`config.mk`:
```
export PLATFORM = sky130hd
export DESIGN_NAME = shift_add_mul_ctrl
export DESIGN_NICKNAME = d
export VERILOG_FILES = /design/src/rtl/shift_add_mul_ctrl.sv
export SDC_FILE = /design/constraint.sdc
export NUM_CORES = 1
export LEC_CHECK = 0
export BUFFER_PORTS_ARGS = -buffer_cell sky130_fd_sc_hd__buf_2
export CORE_MARGIN = 2
export CORE_UTILIZATION = 35
export CTS_BUF_LIST = sky130_fd_sc_hd__clkbuf_8
export DETAILED_ROUTE_END_ITERATION = 7
export PLACE_DENSITY = 0.6
export SLEW_MARGIN = 20
export SYNTH_ARGS = -nofsm -noshare
export SYNTH_HDL_FRONTEND = slang
export SYNTH_SLANG_ARGS = --single-unit
export TNS_END_PERCENT = 1
```
`constraint.sdc`:
```
create_clock -name clk -period 2 [get_ports clk]
set_clock_uncertainty 0.2 [all_clocks]
set_input_delay 0.2 -clock clk [delete_from_list [all_inputs] [get_ports clk]]
set_output_delay 0.2 -clock clk [all_outputs]
set_load 0.005 [all_outputs]
```
`src/rtl/shift_add_mul_ctrl.sv`:
```
`default_nettype none
// ============================================================================
// Module   : shift_add_mul_ctrl
// Purpose  : Unsigned shift-and-add multiplier sequencer driving one shared
//            external WIDTH-bit adder; produces a 2*WIDTH-bit product.
// Revision : 1.0 - initial release
// ============================================================================
module shift_add_mul_ctrl #(
  parameter int WIDTH = 16,
  parameter int CNT_W = $clog2(WIDTH) + 1
) (
  input  logic                 clk,
  input  logic                 rst,
  input  logic                 start,
  input  logic [WIDTH-1:0]     A,
  input  logic [WIDTH-1:0]     B,
  output logic                 busy,
  output logic                 done,
  output logic [2*WIDTH-1:0]   P,
  output logic [WIDTH-1:0]     add_a,
  output logic [WIDTH-1:0]     add_b,
  output logic                 add_cin,
  input  logic [WIDTH-1:0]     add_sum,
  input  logic                 add_co
);

  localparam logic [1:0] c_idle = 2'd0;
  localparam logic [1:0] c_add  = 2'd1;
  localparam logic [1:0] c_done = 2'd2;

  localparam logic [CNT_W-1:0] c_last_cnt = CNT_W'(WIDTH - 1);

  logic [1:0]           r_state;
  logic [WIDTH-1:0]     r_m;
  logic [WIDTH-1:0]     r_acc;
  logic [WIDTH-1:0]     r_q;
  logic [CNT_W-1:0]     r_cnt;
  logic [2*WIDTH-1:0]   r_p;

  logic                 w_in_add;
  logic [2*WIDTH-1:0]   w_next;

  assign w_in_add = (r_state == c_add);
  // Carry enters the MSB while the consumed multiplier bit falls off the LSB.
  assign w_next   = {add_co, add_sum, r_q[WIDTH-1:1]};

  always_ff @(posedge clk) begin
    if (rst) begin
      r_state <= c_idle;
      r_m     <= '0;
      r_acc   <= '0;
      r_q     <= '0;
      r_cnt   <= '0;
      r_p     <= '0;
    end else begin
      case (r_state)
        c_idle: begin
          if (start) begin
            r_m     <= A;
            r_q     <= B;
            r_acc   <= '0;
            r_cnt   <= '0;
            r_state <= c_add;
          end
        end
        c_add: begin
          {r_acc, r_q} <= w_next;
          r_cnt        <= r_cnt + CNT_W'(1);
          // Product is registered on the final step so P is valid with done.
          if (r_cnt == c_last_cnt) begin
            r_p     <= w_next;
            r_state <= c_done;
          end
        end
        c_done: begin
          r_state <= c_idle;
        end
        default: begin
          r_state <= c_idle;
        end
      endcase
    end
  end

  assign busy    = (r_state != c_idle);
  assign done    = (r_state == c_done);
  assign P       = r_p;
  assign add_a   = w_in_add ? r_acc : '0;
  assign add_b   = (w_in_add && r_q[0]) ? r_m : '0;
  assign add_cin = 1'b0;

endmodule
`default_nettype wire

```
======== Word-level counts from Yosys, hierarchy flattened ========
Cells that the tools add are included.
word-level totals
  input port bits ......................... 52
  flip-flop bits (word level) ............. 87
  output and inout port bits .............. 67
operators by class
  muxes and demuxes ....................... 11
  reduce and logical (&&, ||, !) cells .... 8
  add/subtract/negate cells ............... 1
  eq/ne operators ......................... 5
operators with widths
  cell                                                                     number
  16-bit 2-to-1 mux                                                        4
  16-bit one-hot mux with 2 select lines                                   2
  5-bit one-hot mux with 2 select lines                                    1
  2-bit AND reduction                                                      4
  5-bit by 1-bit adder with 5-bit output, second input constant            1
  5-bit by 4-bit == test with 1-bit output, second input constant          1
  5-bit 2-to-1 mux                                                         1
  2-bit 2-to-1 mux                                                         2
  2-bit one-hot mux with 2 select lines                                    1
  2-bit nonzero test                                                       2
  2-bit by 1-bit == test with 1-bit output, second input constant          1
  2-bit == test, second input constant                                     1
  2-bit zero test                                                          1
  2-bit by 1-bit inequality test with 1-bit output, second input constant  1
  2-bit inequality test, second input constant                             1
  1-bit logical AND                                                        1

======== Depth between registers and ports, before layout ========
  word-level depth ........................ 3
  depth in mapped cells ................... 7
  gate-level depth less buffers ........... 5

======== Worst setup path after synthesis ========
Ideal clock, no wire load.
  path type ............................... reg-to-reg
  from .................................... reg r_cnt[0]
  to ...................................... reg r_p[10], in the netlist P[10]
  data arrival time ....................... 1.490 ns
  path buffers ............................ 1
  required time ........................... 1.741 ns
  path slack .............................. 0.251 ns
  cell stages (with the launch flop) ...... 7
  period minus slack after synthesis ...... 1.749 ns
  cells stage by stage .................... dfxtp_1 -> ha_1 -> and3_1 -> ha_1 -> nor3b_4 -> buf_2 -> a22o_1
between the ends
  cells in the longest elaborated chain, start to end .. 2
ends and longest elaborated chain
  element                                   RTL line  RTL
  start: declaration                        37        logic [CNT_W-1:0] r_cnt;
  start signal: assignment                  68        r_cnt <= r_cnt + CNT_W'(1);
  5-bit by 4-bit == test with 1-bit output  70        if (r_cnt == c_last_cnt) begin
  2-bit AND reduction (no source line)      -
  end signal: assignment                    71        r_p <= w_next;
  end: declaration                          38        logic [2*WIDTH-1:0] r_p;
Every way passes these cells.
A chain may end at the register's enable or synchronous reset.

======== Worst setup path after layout ========
  from .................................... reg r_state[0]
  to ...................................... out add_b[3]
between the ends
  cells in the longest elaborated chain, start to end .. 3
ends and longest elaborated chain
  element                                   RTL line  RTL
  start: declaration                        33        logic [1:0] r_state;
  start signal: assignment                  49        r_state <= c_idle;
  start signal: assignment                  72        r_state <= c_done;
  start signal: assignment                  76        r_state <= c_idle;
  2-bit by 1-bit == test with 1-bit output  43        assign w_in_add = (r_state == c_add);
  1-bit logical AND                         89        assign add_b = (w_in_add && r_q[0]) ? r_m : '0;
  16-bit 2-to-1 mux                         89
  end: declaration                          21        output logic [WIDTH-1:0] add_b,
Every way passes these cells.

==> qor.yml <==
worstSetupPathType: "reg -> out"
cts-root-buf: "clkbuf_8"
viasPerCell: 4.826
clock_path_buffers: 2
synth_top_family_by_area: "compound AO/OA/AOI/OAI gates"
die_width_um: 103.3
seq_area_sq_mm: 0.001747
fill_cells: 890
rsz0062_at_grt: "true"
antenna_left: 0
critPathSlowestCell: "dfxtp_4"
ys_seq_area_share_pct: 50.51
timing_hold_violations_final: 0
cp_max_fo: 17
yosys.area_share.xor_xnor_pct: 0
drt_wl_total_um: 9628
drive_above_1_share_pct: 30.51
endpoint_kind: "output port"
path_buf_inv: 2
clkLatencyLatePin_ns: 0.35
syn2layout_area_growth_pct: 43.25
tightest_slew_ns: 0.7307
grt_overflow: 0
cp.required_ns: 1.60
yosysTopAreaCellShare_pct: 50.51
multi_input_area_sq_mm: 0.001516
htreeDepth: 3
io_buffers: 117
final_cell_mix: "117 x buf_2, 85 x dfxtp_1, 67 x nand2_1"
period_share_pct: 97.15
power.total_mw: 3.651
synth_compound_area_share_pct: 21.04
ir_drop_mv: 0.3556
num_io_pins: 119
max_slew_margin_pct: 51.25
synthSimpleGateAreaFrac_pct: 20.90
power.density_mw_per_mm2: 739.2
antenna_found_initial: 0
clkTransAtPathRegs_ns: 0.09
grt_first_pass_wirelength_um: 14890
setup_viol: 0
grt_pass1_vias: 3108
grt_max_degree: 55
final_common_cell: "buf_2"
critPathLaunchType: "register"
wl_per_cell_um: 14.22
drt-pass1-iter-count: 4
synthCells: 379
min_period_ns: 1.943
maxSlewViolCount: 0
max_freq_mhz: 514.7
yosys_warnings: 0
cp_top_family: "simple AND/OR/NAND/NOR gates"
synth_mux_area_share_pct: 0
status: "finished, final reports clean"
core_sq_mm: 0.009684
cp.arrival_ns: 1.54
setup_tns_ns: 0
placed_area_sq_mm: 0.004105
nNetsFinal: 594
drt-initial-drc-count: 77
syn-num-nets: 433
leakagePower_nw: 2.304
start_util_pct: 35.61
gp_congestion: 0.7159
cap_viol_max_count: 0
netlist_area_sq_mm: 0.003448
num_vias: 3267
synth_fa_ha_area_share_pct: 0.7257
rows: 36
synth_area_leaders: "dfxtp_1 51%, a22o_1 8.1%, nand2_1 7.3%"
min_path_type: "in -> reg"
avgSynthCellArea_sq_um: 9.098
drcViolationCount: 0
yosys.area.top_type: "dfxtp_1"
antenna_cells: 0
clock_sinks: 87
cts_tree: "yes"
dieArea_sq_mm: 0.01066
critPathMaxStageDelay_ns: 0.37
ys_ff_latch: 87
final_util_pct: 51.01
fin_area_sq_mm: 0.004940
grt_use_total_pct: 17.97
cts_buffers: 9
dieHeight_um: 103.3
dp_hpwl_um: 5550
synth_cell_types: 35
crit_path_cell_trace: "nor2b_4 -> buf_12 -> and3_1 -> buf_2"
[final timing paths]
kind	start	endpoint	slack, ns	cells after the start
worst max-delay path	r_state[0]$_SDFFE_PP0P_	add_b[3]	0.06	4
worst min-delay path	rst	r_state[1]$_SDFFE_PP0P_	0.17	3
worst max register to register	r_cnt[0]$_SDFFE_PP0P_	P[30]$_SDFFE_PP0P_	0.14	7
worst min register to register	r_m[10]$_SDFFE_PP0P_	r_m[10]$_SDFFE_PP0P_	0.25	2
[cell usage after synthesis, drive strengths merged]
library cell and n:
and2 16, a31oi 1, or3b 1, ha 2, nor3 1, nor3b 2
nand2 67, nor2b 2, nor2 18, buf 25, inv 1, o21a 1
nand2b 2, o211a 1, a211oi 16, a22o 32, clkbuf 10, a21oi 51
and3 17, or3 1, nand3 20, or2 1, o21ba 1, dfxtp 87
o21bai 1, conb 1, a311oi 1
[cell type report]
| cell class | instances | share of cell area, % |
|---|---|---|
| Inverter | 1 | 0.07599 |
| Clock inverter | 6 | 1.748 |
| Timing Repair Buffer | 184 | 26.24 |
| Tap cell | 133 | 3.369 |
| Multi-Input combinational cell | 257 | 30.70 |
| Sequential cell | 87 | 35.36 |
| Clock buffer | 9 | 2.508 |
[sequential cells by signal, summed over array words and instances (netlist names)]
register  count
r_acc        16
P            32
r_q          16
r_cnt         5
r_state       2
r_m          16
[logic make-up (layout without fill, tap and decap cells)]
group / count (synthesis) / in the layout
other cells: 1 / 1
buf+inv: 36 / 200
flops: 87 / 87
simple gates: 148 / 148
fa+ha+maj: 2 / 2
compound gates: 105 / 106
[power by group]
| part | total (mW) | switching, mW | internal [mW] | leakage (nW) |
|---|---|---|---|---|
| combinational | 0.477 | 0.246 | 0.231 | 1.49 |
| clock | 1.32 | 0.629 | 0.695 | 0.105 |
| sequential | 1.85 | 0.0485 | 1.80 | 0.711 |
[stage by stage]
step | setup WS [ns] | hold slack, ns | cells
final | 0.05708 | 0.1657 | 677
after detailed placement | -0.1958 | 0.2290 | 606
after floorplan | 0.2512 | 0.1255 | 379
after CTS | -0.02449 | 0.1625 | 671
after global routing | -0.008245 | 0.1608 | 677
after global placement | -0.1428 | 0.2293 | 606
[worst min-delay path: cells and delay by family]
| kind | cells | cell delay, ns |
|---|---|---|
| buffers and inverters | 2 | 0.38 |
| and+or+nand+nor | 1 | 0.08 |
[timing repair]
| item | in CTS | in global routing |
|---|---|---|
| resized for setup | 8 | 3 |
| pin swaps | 1 | 2 |
| setup endpoints to repair | 64 | 52 |
| hold buffers | 49 | 0 |
| setup buffers | 0 | 4 |
| gates cloned | 1 | 2 |
| endpoints found under the hold margin | 65 | 0 |
[metal layers]
layer / GRT usage (%) / part of all wire, % / up-vias
li1: - / - / 1634
met1: 23.01 / 46 / 1538
met2: 29.62 / 48 / 86
met3: 4.839 / 5.1 / 9
met4: 5.668 / 1.0 / 0
met5: 0 / 0 / -
No activity file was read; power rests on OpenSTA's default activity.
